`src/rtl/linterp_pkg.sv`:
```
// Shared types and constants for the linterp sequencer and its bench.
package linterp_pkg;

    typedef enum logic [1:0] {EMPTY, LOADING, PLAY, DRAIN} ctrl_state_t;

    // Cycles from accepting the last burst sample to the first valid banked dout.
    localparam int LOAD_LAT = 3;

endpackage

```
`src/rtl/linterp_ctrl_if.sv`:
```
// IFFT sample stream in, linterp write/read controls out, plus status.
interface linterp_ctrl_if #(
    parameter int dwidth = 16,
    parameter int Nfft   = 32,
    parameter int iwidth = $clog2(Nfft),
    parameter int cwidth = 16
);
    logic              s_valid;
    logic              s_ready;
    logic              s_last;
    logic [dwidth-1:0] s_real;
    logic [dwidth-1:0] s_imag;
    logic              out_strobe;
    logic              dv_in;
    logic [iwidth-1:0] index_in;
    logic [dwidth-1:0] din_real;
    logic [dwidth-1:0] din_imag;
    logic [iwidth-1:0] index_out;
    logic              out_valid;
    logic              err_len;
    logic [cwidth-1:0] underrun_cnt;

    modport master (
        output s_valid, s_last, s_real, s_imag, out_strobe,
        input  s_ready, dv_in, index_in, din_real, din_imag,
               index_out, out_valid, err_len, underrun_cnt
    );

    modport slave (
        input  s_valid, s_last, s_real, s_imag, out_strobe,
        output s_ready, dv_in, index_in, din_real, din_imag,
               index_out, out_valid, err_len, underrun_cnt
    );
endinterface

```
`src/rtl/linterp_ctrl.sv`:
```
// Sequences IFFT bursts into linterp's latch and bank, and paces playout
// of the banked burst at the output sample rate.
module linterp_ctrl
    import linterp_pkg::*;
#(
    parameter int dwidth = 16,
    parameter int Nfft   = 32,
    parameter int iwidth = $clog2(Nfft),
    parameter int cwidth = 16
) (
    input  logic          clk,
    input  logic          rst_n,
    linterp_ctrl_if.slave bus
);

    localparam logic [iwidth-1:0] LAST_IDX  = iwidth'(Nfft - 1);
    localparam logic [1:0]        LOAD_WAIT = 2'(LOAD_LAT - 2);

    ctrl_state_t       state_q;
    logic [1:0]        dly_q;
    logic [iwidth-1:0] wcnt_q;
    logic [iwidth-1:0] wcnt_d;
    logic [iwidth-1:0] index_in_q;
    logic [iwidth-1:0] index_out_q;
    logic [dwidth-1:0] din_real_q;
    logic [dwidth-1:0] din_imag_q;
    logic              dv_in_q;
    logic              err_len_q;
    logic              out_valid_q;
    logic [cwidth-1:0] underrun_q;

    logic at_last;
    logic blocked;
    logic accept;
    logic bank_load;

    // The last sample triggers a bank load, so hold it back while a bank is in use.
    assign at_last   = (wcnt_q == LAST_IDX);
    assign blocked   = at_last && ((state_q == PLAY) || (state_q == LOADING));
    assign bus.s_ready = rst_n && !blocked;
    assign accept    = bus.s_valid && bus.s_ready;
    assign bank_load = accept && at_last;

    always_comb begin
        wcnt_d = wcnt_q;
        if (accept) begin
            wcnt_d = (bus.s_last && !at_last) ? '0 : wcnt_q + 1'b1;
        end
    end

    always_ff @(posedge clk or negedge rst_n) begin
        if (!rst_n) begin
            wcnt_q     <= '0;
            dv_in_q    <= 1'b0;
            err_len_q  <= 1'b0;
            index_in_q <= '0;
            din_real_q <= '0;
            din_imag_q <= '0;
        end else begin
            wcnt_q    <= wcnt_d;
            dv_in_q   <= accept;
            err_len_q <= accept && (bus.s_last != at_last);
            if (accept) begin
                index_in_q <= wcnt_q;
                din_real_q <= bus.s_real;
                din_imag_q <= bus.s_imag;
            end
        end
    end

    // Playout FSM; LOADING waits out linterp's bank_load and dout register.
    always_ff @(posedge clk or negedge rst_n) begin
        if (!rst_n) begin
            state_q     <= EMPTY;
            dly_q       <= '0;
            index_out_q <= '0;
            out_valid_q <= 1'b0;
            underrun_q  <= '0;
        end else begin
            if (bus.out_strobe && ((state_q == LOADING) || (state_q == DRAIN))
                && (underrun_q != '1)) begin
                underrun_q <= underrun_q + 1'b1;
            end
            case (state_q)
                EMPTY, DRAIN: begin
                    if (bank_load) begin
                        state_q <= LOADING;
                        dly_q   <= '0;
                    end
                end
                LOADING: begin
                    if (dly_q == LOAD_WAIT) begin
                        state_q     <= PLAY;
                        out_valid_q <= 1'b1;
                        index_out_q <= '0;
                    end else begin
                        dly_q <= dly_q + 1'b1;
                    end
                end
                PLAY: begin
                    if (bus.out_strobe) begin
                        if (index_out_q == LAST_IDX) begin
                            state_q     <= DRAIN;
                            index_out_q <= '0;
                            out_valid_q <= 1'b0;
                        end else begin
                            index_out_q <= index_out_q + 1'b1;
                        end
                    end
                end
                default: state_q <= EMPTY;
            endcase
        end
    end

    assign bus.dv_in        = dv_in_q;
    assign bus.index_in     = index_in_q;
    assign bus.din_real     = din_real_q;
    assign bus.din_imag     = din_imag_q;
    assign bus.index_out    = index_out_q;
    assign bus.out_valid    = out_valid_q;
    assign bus.err_len      = err_len_q;
    assign bus.underrun_cnt = underrun_q;

endmodule
```
`src/flat_wrapper.sv`:
```
// flat-port wrapper written by rule: the top's interface ports become plain ports
module linterp_ctrl_flat import linterp_pkg::*;
#(
    parameter int dwidth = 16,
    parameter int Nfft   = 32,
    parameter int iwidth = $clog2(Nfft),
    parameter int cwidth = 16
)
  (clk, rst_n, bus_s_valid, bus_s_last, bus_s_real, bus_s_imag, bus_out_strobe, bus_s_ready, bus_dv_in, bus_index_in, bus_din_real, bus_din_imag, bus_index_out, bus_out_valid, bus_err_len, bus_underrun_cnt);
  linterp_ctrl_if #(.dwidth(dwidth), .Nfft(Nfft), .iwidth(iwidth), .cwidth(cwidth)) bus_i ();
  input  logic clk;
  input  logic rst_n;
  input wire logic [$bits(bus_i.s_valid)-1:0] bus_s_valid;
  input wire logic [$bits(bus_i.s_last)-1:0] bus_s_last;
  input wire logic [$bits(bus_i.s_real)-1:0] bus_s_real;
  input wire logic [$bits(bus_i.s_imag)-1:0] bus_s_imag;
  input wire logic [$bits(bus_i.out_strobe)-1:0] bus_out_strobe;
  output wire logic [$bits(bus_i.s_ready)-1:0] bus_s_ready;
  output wire logic [$bits(bus_i.dv_in)-1:0] bus_dv_in;
  output wire logic [$bits(bus_i.index_in)-1:0] bus_index_in;
  output wire logic [$bits(bus_i.din_real)-1:0] bus_din_real;
  output wire logic [$bits(bus_i.din_imag)-1:0] bus_din_imag;
  output wire logic [$bits(bus_i.index_out)-1:0] bus_index_out;
  output wire logic [$bits(bus_i.out_valid)-1:0] bus_out_valid;
  output wire logic [$bits(bus_i.err_len)-1:0] bus_err_len;
  output wire logic [$bits(bus_i.underrun_cnt)-1:0] bus_underrun_cnt;
  assign bus_i.s_valid = bus_s_valid;
  assign bus_i.s_last = bus_s_last;
  assign bus_i.s_real = bus_s_real;
  assign bus_i.s_imag = bus_s_imag;
  assign bus_i.out_strobe = bus_out_strobe;
  assign bus_s_ready = bus_i.s_ready;
  assign bus_dv_in = bus_i.dv_in;
  assign bus_index_in = bus_i.index_in;
  assign bus_din_real = bus_i.din_real;
  assign bus_din_imag = bus_i.din_imag;
  assign bus_index_out = bus_i.index_out;
  assign bus_out_valid = bus_i.out_valid;
  assign bus_err_len = bus_i.err_len;
  assign bus_underrun_cnt = bus_i.underrun_cnt;
  linterp_ctrl #(.dwidth(dwidth), .Nfft(Nfft), .iwidth(iwidth), .cwidth(cwidth)) u_core (.clk(clk), .rst_n(rst_n), .bus(bus_i));
endmodule
```
`config.mk`:
```
export PLATFORM = sky130hd
export DESIGN_NAME = linterp_ctrl_flat
export DESIGN_NICKNAME = d
export VERILOG_FILES = /design/src/rtl/linterp_pkg.sv /design/src/rtl/linterp_ctrl_if.sv /design/src/rtl/linterp_ctrl.sv /design/src/flat_wrapper.sv
export SDC_FILE = /design/constraint.sdc
export NUM_CORES = 1
export LEC_CHECK = 0
export ABC_AREA = 1
export ABC_CLOCK_PERIOD_IN_PS = 5600
export BUFFER_PORTS_ARGS = -buffer_cell sky130_fd_sc_hd__clkbuf_2
export CAP_MARGIN = 0
export CORE_ASPECT_RATIO = 1.5
export CORE_UTILIZATION = 45
export CTS_CLUSTER_SIZE = 8
export DETAILED_ROUTE_END_ITERATION = 10
export GPL_TIMING_DRIVEN = 0
export MAX_ROUTING_LAYER = met4
export PLACE_DENSITY = 0.74
export SLEW_MARGIN = 20
export SYNTH_ARGS = -nofsm -noshare
export SYNTH_HDL_FRONTEND = slang
export SYNTH_SLANG_ARGS = --single-unit
export TNS_END_PERCENT = 50
```
`constraint.sdc`:
```
create_clock -name clk -period 5.6 [get_ports clk]
set_clock_uncertainty 0.1 [all_clocks]
set_input_delay 0.56 -clock clk [delete_from_list [all_inputs] [get_ports clk]]
set_output_delay 0.56 -clock clk [all_outputs]
set_load 0.03 [all_outputs]
```
==> flow_summary.yaml <==
outcome:
  status: "completed"
cells_and_area:
  mostFrequentLayoutCells: "184 x nand2_1, 97 x clkbuf_2, 70 x dfrtp_1"
  n_fill_cell: 614
  multiInputGateArea_um2: 1350
  final_net_count: 563
  area_growth_pct: 25.3
  layout-drive-gt1-share_pct: 25.2
  finalNonFillerCells: 617
  fin_util_pct: 59.1
  regArea_um2: 1750
  final_common_cell: "nand2_1"
  fin_area_um2: 4130
  num_antenna_cells: 0
global_routing:
  grt_max_degree: 38
  antenna_found_initial: 0
  grt_first_pass_wirelength_um: 12000
  first_global_vias: 2708
  overflow: 0
  grt_util_all_layers_pct: 20.7
  grtUsageMet3_pct: 5.17
  use_met2_pct: 35.2
  met1_usage_pct: 23.2
  busiest_layer: "met2"
min_path:
  min_path_type: "primary input to async pin"
place:
  post-dp-hpwl_um: 5310
  place_ws_ns: 3.26
  place_congestion: 0.835
  dp_cells: 601
  portBuffers: 98
  placed_area_um2: 3930
setup_path:
  worstReg2RegEnd: "u_core.bus.din_real[1]$_DFFE_PN0P_"
  regToRegStartpoint: "u_core.wcnt_q[0]$_DFFE_PN0P_"
  rrSetupSlack_ns: 3.43
  crit_top_cell: "ha_1"
  cp_top_family: "adder cells"
  critPathMaxStageDelay_ns: 0.40
  cp-start-kind: "flip-flop"
  cp_num_buf_inv: 1
  critPathKind: "flip-flop to primary output"
  crit_path_end_kind: "primary output"
  worst_path_max_delay_cell: "dfrtp_1"
  arrival_ns: 1.74
  cp_max_fo: 3
  ff2ff_path_depth: 10
  cp.required_ns: 4.94
  cp_cell_sequence: "ha_1 > nand2_1 > nor2_1 > ha_1 > a21boi_1 > clkbuf_2"
routing:
  drc: 0
  drt-initial-drc-count: 128
  ant_nets: 0
  vias: 2963
  detail_route.wl_per_cell_um: 11.8
  drt_wl_total_um: 7280
  routed_via_density: 4.80
  firstDrtPassIters: 4
sta:
  relSlewSlack_pct: 65.4
  rsz0062_at_grt: "false"
  layout_setup_ws_ns: 3.20
  tightest_slew_ns: 0.519
  clock.fmax_mhz: 416
  drv_slew: 0
  tns_ns: 0
  timing.final.crit_period_ns: 2.40
  setup_viol_count_final: 0
  final-hold-violation-count: 0
  finalHoldWorstSlack_ns: 0.107
  post-route-period-util_pct: 42.9
power:
  powerDensity_nw_per_um2: 382
  peakVddDrop_mv: 0.229
  fin_total_pwr_mw: 1.58
  leakage_nw: 2.24
yosys:
  netlist_area_um2: 3300
  synth_compound_area_share_pct: 4.78
  synth_cell_type_count: 28
  synth_mux_area_share_pct: 0
  synth-seq-area-share_pct: 53.1
  yosys_warnings: 0
  synth_top_flop_cell: "dfrtp_1"
  synthSimpleGateAreaFrac_pct: 29.8
  avgSynthCellArea_um2: 8.14
  ys_async_sr_fraction_pct: 100
  synth_fa_ha_area_share_pct: 4.17
  synth_nets: 453
  synth_top_family_by_area: "simple AND/OR/NAND/NOR gates"
  synth-edff-count: 0
  synth_cells: 405
  yosys_register_bits: 70
  synthXorXnorAreaFrac_pct: 2.13
cts:
  cts.path.max_buffers: 2
  postCtsSetupBuffers: 0
  cts_tree: "built"
  cts-resized-gates: 0
  holdBufCountCts: 0
  clock_latency_ns: 0.34
  numCtsBuffers: 9
  htree_levels: 3
  clock-sinks: 70
  clock-root-buffer: "clkbuf_8"
  clk_pin_slew_worst_paths_ns: 0.07
die:
  core_area_um2: 6990
  rows: 37
  die_w_um: 71.9
  start_util_pct: 47.2
  die_y_um: 107
  io_pins: 99
  dieArea_um2: 7680
flow_run:
  max_cap_viol_count: 0
[worst register-to-register path: cells and delay by family (launching register included)]
| family | cells | cell delay (ns) |
|---|---|---|
| flip-flops | 1 | 0.40 |
| AO/OA/AOI/OAI | 1 | 0.19 |
| AND/OR/NAND/NOR | 5 | 0.54 |
| adder cells (fa/ha/maj) | 2 | 0.43 |
| buffers and inverters | 2 | 0.44 |
[power breakdown]
| group | internal [mW] | switching, mW | total [mW] |
|---|---|---|---|
| logic | 0.163 | 0.347 | 0.510 |
| registers | 0.585 | 0.0668 | 0.651 |
| clock network | 0.228 | 0.189 | 0.418 |
[state kept, by name, summed over array words and instances, names as in the netlist]
register,count
u_core.bus.out_valid,1
u_core.dly_q,2
u_core.state_q,2
u_core.bus.index_out,5
u_core.bus.index_in,5
u_core.bus.err_len,1
u_core.bus.din_real,16
u_core.bus.dv_in,1
u_core.bus.din_imag,16
u_core.wcnt_q,5
u_core.bus.underrun_cnt,16
[layout make-up]
class / instances / area share [%]
Buffer: 10 / 1.45
Clock buffer: 12 / 3.76
Clock inverter: 4 / 1.09
Inverter: 36 / 3.30
Multi-Input combinational cell: 289 / 32.6
Sequential cell: 70 / 42.4
Tap cell: 97 / 2.94
Timing Repair Buffer: 99 / 12.4
[worst max-delay path by stage]
stage                                       startpoint                                  to  slack (ns)  depth (start not counted)
after CTS                 u_core.wcnt_q[0]$_DFFE_PN0P_                         bus_s_ready        3.16                          6
final                     u_core.wcnt_q[0]$_DFFE_PN0P_                         bus_s_ready        3.20                          6
after detailed placement                         rst_n  u_core.bus.din_real[0]$_DFFE_PN0P_        3.26                          7
after global placement                           rst_n  u_core.bus.din_real[0]$_DFFE_PN0P_        2.35                          7
after global routing      u_core.wcnt_q[0]$_DFFE_PN0P_                         bus_s_ready        3.09                          6
after floorplan           u_core.wcnt_q[0]$_DFFE_PN0P_        u_core.wcnt_q[1]$_DFFE_PN0P_        3.23                         10
[metal layers]
layer | routed length [µm] | part of all wire [%] | vias up
met2 | 3800 | 52 | 85
met1 | 3050 | 42 | 1395
met4 | 72 | 0.99 | 0
met5 | 0 | 0 | -
met3 | 350 | 4.8 | 7
li1 | - | - | 1476
[cell families (layout without fill, tap and decap cells)]
logic type / Yosys count / in the layout
xor gates and xnor gates: 8 / 8
and+or+nand+nor: 242 / 242
buffers and inverters: 46 / 161
AOI/OAI and AO/OA: 28 / 28
DFF: 70 / 70
adders and majority gates: 11 / 11
[synthesized netlist by cell type (2+ instances only)]
library cell | n | area share [%]
inv_2 | 2 | 0.23
nand3_1 | 19 | 2.9
o21ai_0 | 18 | 2.7
nand2_1 | 184 | 21
nor2_1 | 24 | 2.7
xnor2_1 | 7 | 1.9
ha_1 | 11 | 4.2
clkbuf_1 | 4 | 0.46
o21ai_1 | 4 | 0.61
inv_1 | 33 | 3.8
buf_2 | 3 | 0.46
buf_6 | 2 | 0.68
nand4_1 | 7 | 1.3
dfrtp_1 | 70 | 53
or2_2 | 2 | 0.38
a21oi_1 | 3 | 0.46
Power figures use the tool's default switching activity.
